<file path="src/rtl/shift_pipe_pkg.sv">
// shift_pipe_pkg: shared ALU shift types, opcodes and widths.
// Used by shift_pipe and shift_stage (SHIFT_PIPE_ROR_EN selects rotate build).
package shift_pipe_pkg;

  localparam int WIDTH   = 32;
  localparam int SHAMT_W = 5;

  typedef logic [1:0] shift_op_t;

  localparam shift_op_t SHIFT_OP_SLL = 2'b00;
  localparam shift_op_t SHIFT_OP_SRA = 2'b01;
  localparam shift_op_t SHIFT_OP_SRL = 2'b10;
  localparam shift_op_t SHIFT_OP_ROR = 2'b11;

  typedef enum logic {
    EMPTY = 1'b0,
    FULL  = 1'b1
  } stage_st_t;

  function automatic logic [WIDTH-1:0] bit_rev(
    input logic [WIDTH-1:0] d
  );
    logic [WIDTH-1:0] r;
    r = '0;
    for (int i = 0; i < WIDTH; i++) begin
      r[i] = d[WIDTH-1-i];
    end
    return r;
  endfunction

endpackage

</file>
<file path="src/rtl/shift_stage.sv">
// shift_stage: one power-of-two left-shift step of the barrel shifter.
// Low bits are filled with i_fill, or with the wrapped top bits when i_rot.
module shift_stage
  import shift_pipe_pkg::*;
#(
  parameter int DIST = 1
) (
  input  logic [WIDTH-1:0] i_data,
  input  logic             i_en,
  input  logic             i_fill,
  input  logic             i_rot,
  output logic [WIDTH-1:0] o_data
);

  logic [WIDTH-1:0] w_shl;
  logic [WIDTH-1:0] w_low;

  assign w_shl = {i_data[WIDTH-1-DIST:0], {DIST{1'b0}}};

  assign w_low = i_rot
    ? {{(WIDTH-DIST){1'b0}}, i_data[WIDTH-1:WIDTH-DIST]}
    : {{(WIDTH-DIST){1'b0}}, {DIST{i_fill}}};

  assign o_data = i_en ? (w_shl | w_low) : i_data;

endmodule

</file>
<file path="src/rtl/shift_pipe.sv">
// shift_pipe: two-stage pipelined barrel shifter with valid/ready on both sides.
// Define SHIFT_PIPE_ROR_EN to make op 11 rotate right; otherwise op 11 is SRL.
module shift_pipe
  import shift_pipe_pkg::*;
(
  input  logic               clock,
  input  logic               reset,
  input  logic               in_valid,
  output logic               in_ready,
  input  logic [WIDTH-1:0]   operand,
  input  logic [SHAMT_W-1:0] shamt,
  input  shift_op_t          op,
  output logic               out_valid,
  input  logic               out_ready,
  output logic [WIDTH-1:0]   result
);

  stage_st_t        r_s1_st;
  stage_st_t        r_s2_st;
  stage_st_t        w_s1_nxt;
  stage_st_t        w_s2_nxt;

  logic [WIDTH-1:0] r_s1_data;
  logic [1:0]       r_s1_shamt;
  shift_op_t        r_s1_op;
  logic             r_s1_fill;
  logic [WIDTH-1:0] r_result;

  logic             w_s1_adv;
  logic             w_s2_adv;
  logic             w_s1_right;
  logic             w_s1_fill;
  logic             w_s1_rot;
  logic             w_s2_right;
  logic             w_s2_rot;
  logic [WIDTH-1:0] w_s1_in;
  logic [WIDTH-1:0] w_d16;
  logic [WIDTH-1:0] w_d8;
  logic [WIDTH-1:0] w_d4;
  logic [WIDTH-1:0] w_d2;
  logic [WIDTH-1:0] w_d1;
  logic [WIDTH-1:0] w_s2_res;

  // Right-type ops run through the left-only datapath on reversed bits.
  assign w_s1_right = (op != SHIFT_OP_SLL);
  assign w_s1_fill  = (op == SHIFT_OP_SRA) & operand[WIDTH-1];
  assign w_s2_right = (r_s1_op != SHIFT_OP_SLL);

`ifdef SHIFT_PIPE_ROR_EN
  assign w_s1_rot = (op == SHIFT_OP_ROR);
  assign w_s2_rot = (r_s1_op == SHIFT_OP_ROR);
`else
  assign w_s1_rot = 1'b0;
  assign w_s2_rot = 1'b0;
`endif

  assign w_s1_in = w_s1_right ? bit_rev(operand) : operand;

  shift_stage #(.DIST(16)) u_st16 (
    .i_data (w_s1_in),
    .i_en   (shamt[4]),
    .i_fill (w_s1_fill),
    .i_rot  (w_s1_rot),
    .o_data (w_d16)
  );

  shift_stage #(.DIST(8)) u_st8 (
    .i_data (w_d16),
    .i_en   (shamt[3]),
    .i_fill (w_s1_fill),
    .i_rot  (w_s1_rot),
    .o_data (w_d8)
  );

  shift_stage #(.DIST(4)) u_st4 (
    .i_data (w_d8),
    .i_en   (shamt[2]),
    .i_fill (w_s1_fill),
    .i_rot  (w_s1_rot),
    .o_data (w_d4)
  );

  shift_stage #(.DIST(2)) u_st2 (
    .i_data (r_s1_data),
    .i_en   (r_s1_shamt[1]),
    .i_fill (r_s1_fill),
    .i_rot  (w_s2_rot),
    .o_data (w_d2)
  );

  shift_stage #(.DIST(1)) u_st1 (
    .i_data (w_d2),
    .i_en   (r_s1_shamt[0]),
    .i_fill (r_s1_fill),
    .i_rot  (w_s2_rot),
    .o_data (w_d1)
  );

  assign w_s2_res = w_s2_right ? bit_rev(w_d1) : w_d1;

  // No skid buffer: ready ripples back combinationally from out_ready.
  assign w_s2_adv  = (r_s2_st == EMPTY) || out_ready;
  assign w_s1_adv  = (r_s1_st == EMPTY) || w_s2_adv;
  assign in_ready  = w_s1_adv;
  assign out_valid = (r_s2_st == FULL);
  assign result    = r_result;

  // Next occupancy of each pipeline register.
  always_comb begin
    w_s1_nxt = r_s1_st;
    w_s2_nxt = r_s2_st;
    if (w_s1_adv) begin
      w_s1_nxt = in_valid ? FULL : EMPTY;
    end
    if (w_s2_adv) begin
      w_s2_nxt = r_s1_st;
    end
  end

  // Occupancy registers; reset drops all in-flight requests.
  always_ff @(posedge clock or posedge reset) begin
    if (reset) begin
      r_s1_st <= EMPTY;
      r_s2_st <= EMPTY;
    end else begin
      r_s1_st <= w_s1_nxt;
      r_s2_st <= w_s2_nxt;
    end
  end

  // S1 data capture on accept.
  always_ff @(posedge clock or posedge reset) begin
    if (reset) begin
      r_s1_data  <= '0;
      r_s1_shamt <= '0;
      r_s1_op    <= SHIFT_OP_SLL;
      r_s1_fill  <= 1'b0;
    end else if (w_s1_adv && in_valid) begin
      r_s1_data  <= w_d4;
      r_s1_shamt <= shamt[1:0];
      r_s1_op    <= op;
      r_s1_fill  <= w_s1_fill;
    end
  end

  // S2 result capture when S1 hands a request forward.
  always_ff @(posedge clock or posedge reset) begin
    if (reset) begin
      r_result <= '0;
    end else if (w_s2_adv && (r_s1_st == FULL)) begin
      r_result <= w_s2_res;
    end
  end

endmodule
</file>
<file path="config.mk">
export PLATFORM = sky130hd
export DESIGN_NAME = shift_pipe
export DESIGN_NICKNAME = d
export VERILOG_FILES = /design/src/rtl/shift_pipe_pkg.sv /design/src/rtl/shift_stage.sv /design/src/rtl/shift_pipe.sv
export SDC_FILE = /design/constraint.sdc
export NUM_CORES = 1
export LEC_CHECK = 0
export ABC_AREA = 1
export CAP_MARGIN = 20
export CORE_ASPECT_RATIO = 0.75
export CORE_MARGIN = 5
export CORE_UTILIZATION = 55
export DETAILED_ROUTE_END_ITERATION = 16
export GPL_TIMING_DRIVEN = 1
export PLACE_DENSITY = 0.88
export SYNTH_ARGS = -nofsm -noshare
export SYNTH_HDL_FRONTEND = slang
export SYNTH_SLANG_ARGS = --single-unit
export TNS_END_PERCENT = 50
</file>
<file path="constraint.sdc">
create_clock -name clock -period 3.05 [get_ports clock]
set_clock_uncertainty 0.2 [all_clocks]
set_input_delay 0.61 -clock clock [delete_from_list [all_inputs] [get_ports clock]]
set_output_delay 0.61 -clock clock [all_outputs]
set_load 0.01 [all_outputs]
</file>
### Word level (Yosys, flattened, before mapping)

Cells that the tools add are included.

| word-level totals | value |
|---|---|
| output and inout bits | 34 |
| word-level logic and storage cells | 30 |
| register bits | 71 |
| input port bits | 43 |

| operators by class | value |
|---|---|
| multiplexer cells | 8 |
| reduce and logical (&&, ||, !) cells | 6 |
| bitwise operators | 8 |
| equality and inequality tests | 1 |

Operator list:

| operator | number |
|---|---|
| 2-to-1 mux 32 bit | 7 |
| bitwise OR 32 x 1 -> 32 bit | 1 |
| bitwise OR 32 x 16 -> 32 bit | 1 |
| bitwise OR 32 x 2 -> 32 bit | 1 |
| bitwise OR 32 x 4 -> 32 bit | 1 |
| bitwise OR 32 x 8 -> 32 bit | 1 |
| nonzero test 2 bit | 2 |
| == test 2 x 1 -> 1 bit, second input constant | 1 |
| logical AND 1 bit | 2 |
| logical OR 1 bit | 2 |
| NOT 1 bit | 2 |
| bitwise AND 1 bit | 1 |
| 2-to-1 mux 1 bit | 1 |

### Longest topological paths before layout

| logic depth | value |
|---|---|
| depth after elaboration | 8 |
| depth in mapped cells | 10 |
| depth with buffers taken out | 10 |

### Hierarchy

From an unflattened synthesis, not the netlist that was laid out.

| unflattened totals | value |
|---|---|
| cells, all modules | 1046 |
| area total of the unflattened synthesis | 5858.1 sq um |

Modules (own cells, without submodules):

| module | cells an instance | instances | area each (sq um) | seq. area each (sq um) |
|---|---|---|---|---|
| shift_pipe | 501 | 1 | 3611.0 | 1776.7 |
| shift_stage at u_st16 | 141 | 1 | 576.8 | 0.0 |
| shift_stage at u_st8 | 114 | 1 | 459.2 | 0.0 |
| shift_stage at u_st4 | 101 | 1 | 416.6 | 0.0 |
| shift_stage at u_st2 | 96 | 1 | 400.4 | 0.0 |
| shift_stage at u_st1 | 93 | 1 | 394.1 | 0.0 |

### Worst setup path before layout

No wires, ideal clock.

| timing path | value |
|---|---|
| path type | input -> register |
| start point | input port out_ready |
| end point | register r_s1_data[31] |
| slack | 1.262 ns |
| path buffers | 1 |
| arrival time | 1.472 ns |
| library setup time | 0.117 ns |
| cell stages on the path | 8 |
| data required time | 2.733 ns |
| cells stage by stage | inv_1 > nand3_2 > nand2_2 > buf_6 > inv_2 > or2_2 > nand2_1 > nor2_1 |

| between the ends | value |
|---|---|
| longest elaborated chain between the ends | 3 |

RTL lines:

| item | RTL line | source |
|---|---|---|
| start: declaration | shift_pipe.sv:14 | `input logic out_ready,` |
| logical OR 1 bit | shift_pipe.sv:102 | `assign w_s2_adv = (r_s2_st == EMPTY) \|\| out_ready;` |
| logical OR 1 bit | shift_pipe.sv:103 | `assign w_s1_adv = (r_s1_st == EMPTY) \|\| w_s2_adv;` |
| named net in_ready | shift_pipe.sv:9 | `output logic in_ready,` |
| logical AND 1 bit | shift_pipe.sv:138 | `end else if (w_s1_adv && in_valid) begin` |
| end signal: assignment | shift_pipe.sv:139 | `r_s1_data <= w_d4;` |
| end: declaration | shift_pipe.sv:23 | `logic [WIDTH-1:0] r_s1_data;` |

The timed path passes the listed nets, and every way through them passes these cells.
A chain may end at the register's enable or synchronous reset.

### Worst setup path in the final report

| timing path | value |
|---|---|
| start point | input port out_ready |
| end point | output port in_ready |

| between the ends | value |
|---|---|
| longest elaborated chain between the ends | 2 |

RTL lines:

| item | RTL line |
|---|---|
| logical OR 1 bit | shift_pipe.sv:102 |
| logical OR 1 bit | shift_pipe.sv:103 |
| end: declaration | shift_pipe.sv:9 |

No other way between the ends.

==> flow_summary.yaml <==
synth:
  post_synthesis_instance_area_sq_um: 5080
  synth_top_cell_area_share_pct: 35.0
  ys_ff_latch: 71
  post_synth_fa_ha_maj_area_fraction_pct: 0
  synth.area.mux_share_pct: 0
  combinational_family_with_the_most_area_after_synthesis: "simple AND/OR/NAND/NOR gates"
  synth_warnings: 0
  synth_compound_gate_area_share_pct: 6.60
  synth_cell_type_count: 26
  postSynthAreaPerCell_sq_um: 6.30
  mapped_cells: 806
  post_synth_main_area_contributors: "sky130_fd_sc_hd__dfrtp_1 35%, sky130_fd_sc_hd__nand2_1 24%, sky130_fd_sc_hd__nand3_1 19%, sky130_fd_sc_hd__a31oi_1 3.4%, sky130_fd_sc_hd__nor2_1 3.0%"
  post_synth_xor_area_fraction_pct: 0
  synth_area_leader_cell: "sky130_fd_sc_hd__dfrtp_1"
  sequential_cell_area_fraction_in_the_yosys_report_pct: 35.0
  postSynthNetCount: 849
  post_synth_and_or_nand_nor_area_fraction_pct: 50.5
worst_setup_path:
  critical_path_required_ps: 2240
  timing.critical_path.fanout_max: 3
  cpMostUsedCell: "sky130_fd_sc_hd__clkdlybuf4s50_1"
  critPathArrivalTime_ps: 1750
  crit_path_end_kind: "primary output"
  criticalPathCategory: "primary input to primary output"
  cp_cell_sequence: "clkdlybuf4s50_1, inv_1, nand3_2, clkdlybuf4s50_1"
  cpPeakStageDelay_ps: 550
  critPathLaunchType: "primary input"
  worst_path_max_delay_cell: "sky130_fd_sc_hd__clkdlybuf4s50_1"
route:
  drt_drc_violations_left: 0
  route.vias.total: 5602
  drt-wirelength-per-cell_um: 14.9
  route.final.wire_length_um: 14700
  ant_nets: 0
  dr.pass1.iters: 5
  drt-initial-drc-count: 729
  viasPerCell: 5.68
global_route:
  grt_antenna_before_repair: 0
  overall_fraction_of_global_route_tracks_in_use_pct: 27.0
  gr-total-overflow: 0
  first_pass_grt_wire_length_um: 24600
  grt_start_max_net_pins: 72
  via_count_of_the_first_global_routing_pass: 5095
placed_design:
  gp_congestion: 0.950
  placed_cells_incl_taps: 972
  buffer_ports.inserted: 76
  dpl.hpwl_um: 10900
floorplan:
  initial_core_util_pct: 56.1
  io_pins: 77
  die_y_um: 93.2
  die-width_um: 121
  floorplan.core_area_sq_um: 9050
  floorplan.rows: 30
  die_ar_sq_um: 11300
clocking:
  cts_resized: 0
  maximum_clock_path_buffer_count: 2
  clockRootBuffer: "sky130_fd_sc_hd__clkbuf_16"
  post_cts_buffers: 0
  clock_sink_count: 71
  tritoncts: "done"
  cts.clk_slew.worst_paths_ps: 50
  cts_htree_levels: 3
  cts_hold_buffers: 0
  worst_skew_pair.late_latency_ps: 330
  cts_made_buffers: 9
pwr:
  sw_frac_of_total_pct: 36.7
  power_frac_seq_pct: 35.2
  power_frac_clock_pct: 23.6
  cell_internal_power_dissipation_uw: 2510
  power.combinational.fraction_pct: 41.2
  power-per-cell-area_nw_per_um2: 649
  cellLeakagePower_uw: 0.00297
  switching_power_uw: 1450
  vdd.ir_drop.worst_uv: 470
job:
  max-cap-violations: 0
final_layout:
  layout-drive-gt1-share_pct: 5.36
  final_cells: 987
  number_of_antenna_diodes: 0
  final_net_count: 898
  area_delta_synth_final_pct: 20.4
  fillerInstances: 817
timing:
  layout_worst_path_cycle_share_pct: 83.9
  final.setup.tns_ps: 0
  rsz0062_at_grt: "no"
  slew-limit-headroom_pct: 35.7
  report.final.hold_viol_count: 0
  fmax_mhz: 391
  setup_viol: 0
  total_count_of_max_transition_violations_in_the_final_report: 0
  layout_min_cycle_time_ps: 2560
  worst_slew_pin_slew_ps: 964
outcome:
  outcome: "finished, final reports clean"
hold_path:
  holdCritPathClass: "flip-flop to flip-flop"
-- synth_stat cells, drive strengths merged --
library cell	count
a21oi	6
inv	37
a31oi	28
nand2	327
or2	4
a21boi	1
o211ai	5
clkbuf	16
nor2	44
o21ai	17
nand3	190
dfrtp	71
buf	36
and2	24
-- final cells by class --
class	instances	area (sq um)	share of cell area (%)
clock buffer	14	254	4.15
timing repair buffer	90	878	14.4
inverter	37	139	2.27
sequential	71	1780	29.1
tap	128	160	2.62
clock inverter	1	5.00	0.0819
multi-input combinational	646	2900	47.4
-- state kept, by name (all words and copies together), names as in the netlist --
| signal | cells |
|---|---|
| r_s1_shamt | 2 |
| out_valid | 1 |
| result | 32 |
| r_s1_op | 2 |
| r_s1_fill | 1 |
| r_s1_st | 1 |
| r_s1_data | 32 |
-- cells in the final DEF, fill, tap and decap left out, drive strengths merged --
cell type,count
inv,37
nor2,44
buf,14
nand3,190
a31oi,28
and2,24
o21ai,17
clkinv,1
nand2,327
o211ai,5
dfrtp,71
or2,4
a21oi,6
a21boi,1
clkbuf,14
clkdlybuf4s50,76
-- through the flow --
stage                     power, uW  instance area, sq um  setup slack (ps)  utilization (%)  hold slack (ps)
after floorplan                2340                  5080               443                -              254
after global placement         2980                  5850               503             64.7              270
after detailed placement       3020                  5850               492             64.7              283
after CTS                      3980                  6110               486             67.6              303
after global routing           4240                  6110               450             67.6              315
final                          3970                  6110               492             67.6              299
-- critical path, delay by kind of cell --
kind                   cells  cell delay [ps]
buffers and inverters      3             1050
and+or+nand+nor            1               80
-- final timing paths --
kind | from | endpoint | slack [ps] | cells past startpoint
worst max-delay path | out_ready | in_ready | 490 | 4
max in group asynchronous | reset | r_s1_data[0]$_DFFE_PP0P_ | 1850 | 3
min in group asynchronous | reset | r_s1_fill$_DFFE_PP0P_ | 460 | 3
worst min register to register | result[31]$_DFFE_PP0P_ | result[31]$_DFFE_PP0P_ | 300 | 2
worst max register to register | r_s1_op[0]$_DFFE_PP0P_ | result[1]$_DFFE_PP0P_ | 820 | 7
worst min-delay path | result[31]$_DFFE_PP0P_ | result[31]$_DFFE_PP0P_ | 300 | 2
-- power groups by stage --
stage               sequential, uW  combinational (uW)  clock, uW
global placement              1400                1580          0
CTS                           1390                1630        950
floorplan                     1450                 892          0
detailed placement            1410                1620          0
finish                        1400                1630        937
global route                  1430                1820        985
-- cell families (layout without fill, tap and decap cells) --
kind of cell           count (synthesis)  in the layout
AOI/OAI and AO/OA                     57             57
buffers and inverters                 89            142
DFF                                   71             71
and+or+nand+nor                      589            589
-- metal layers --
layer | vias up | share of wire (%) | GRT usage, %
met4 | 0 | 1.1 | 7.08
met5 | - | 0 | 0
met2 | 258 | 46 | 41.4
li1 | 2739 | - | -
met1 | 2587 | 44 | 38.1
met3 | 18 | 9.5 | 6.71
(Power assumes the default switching activity.)
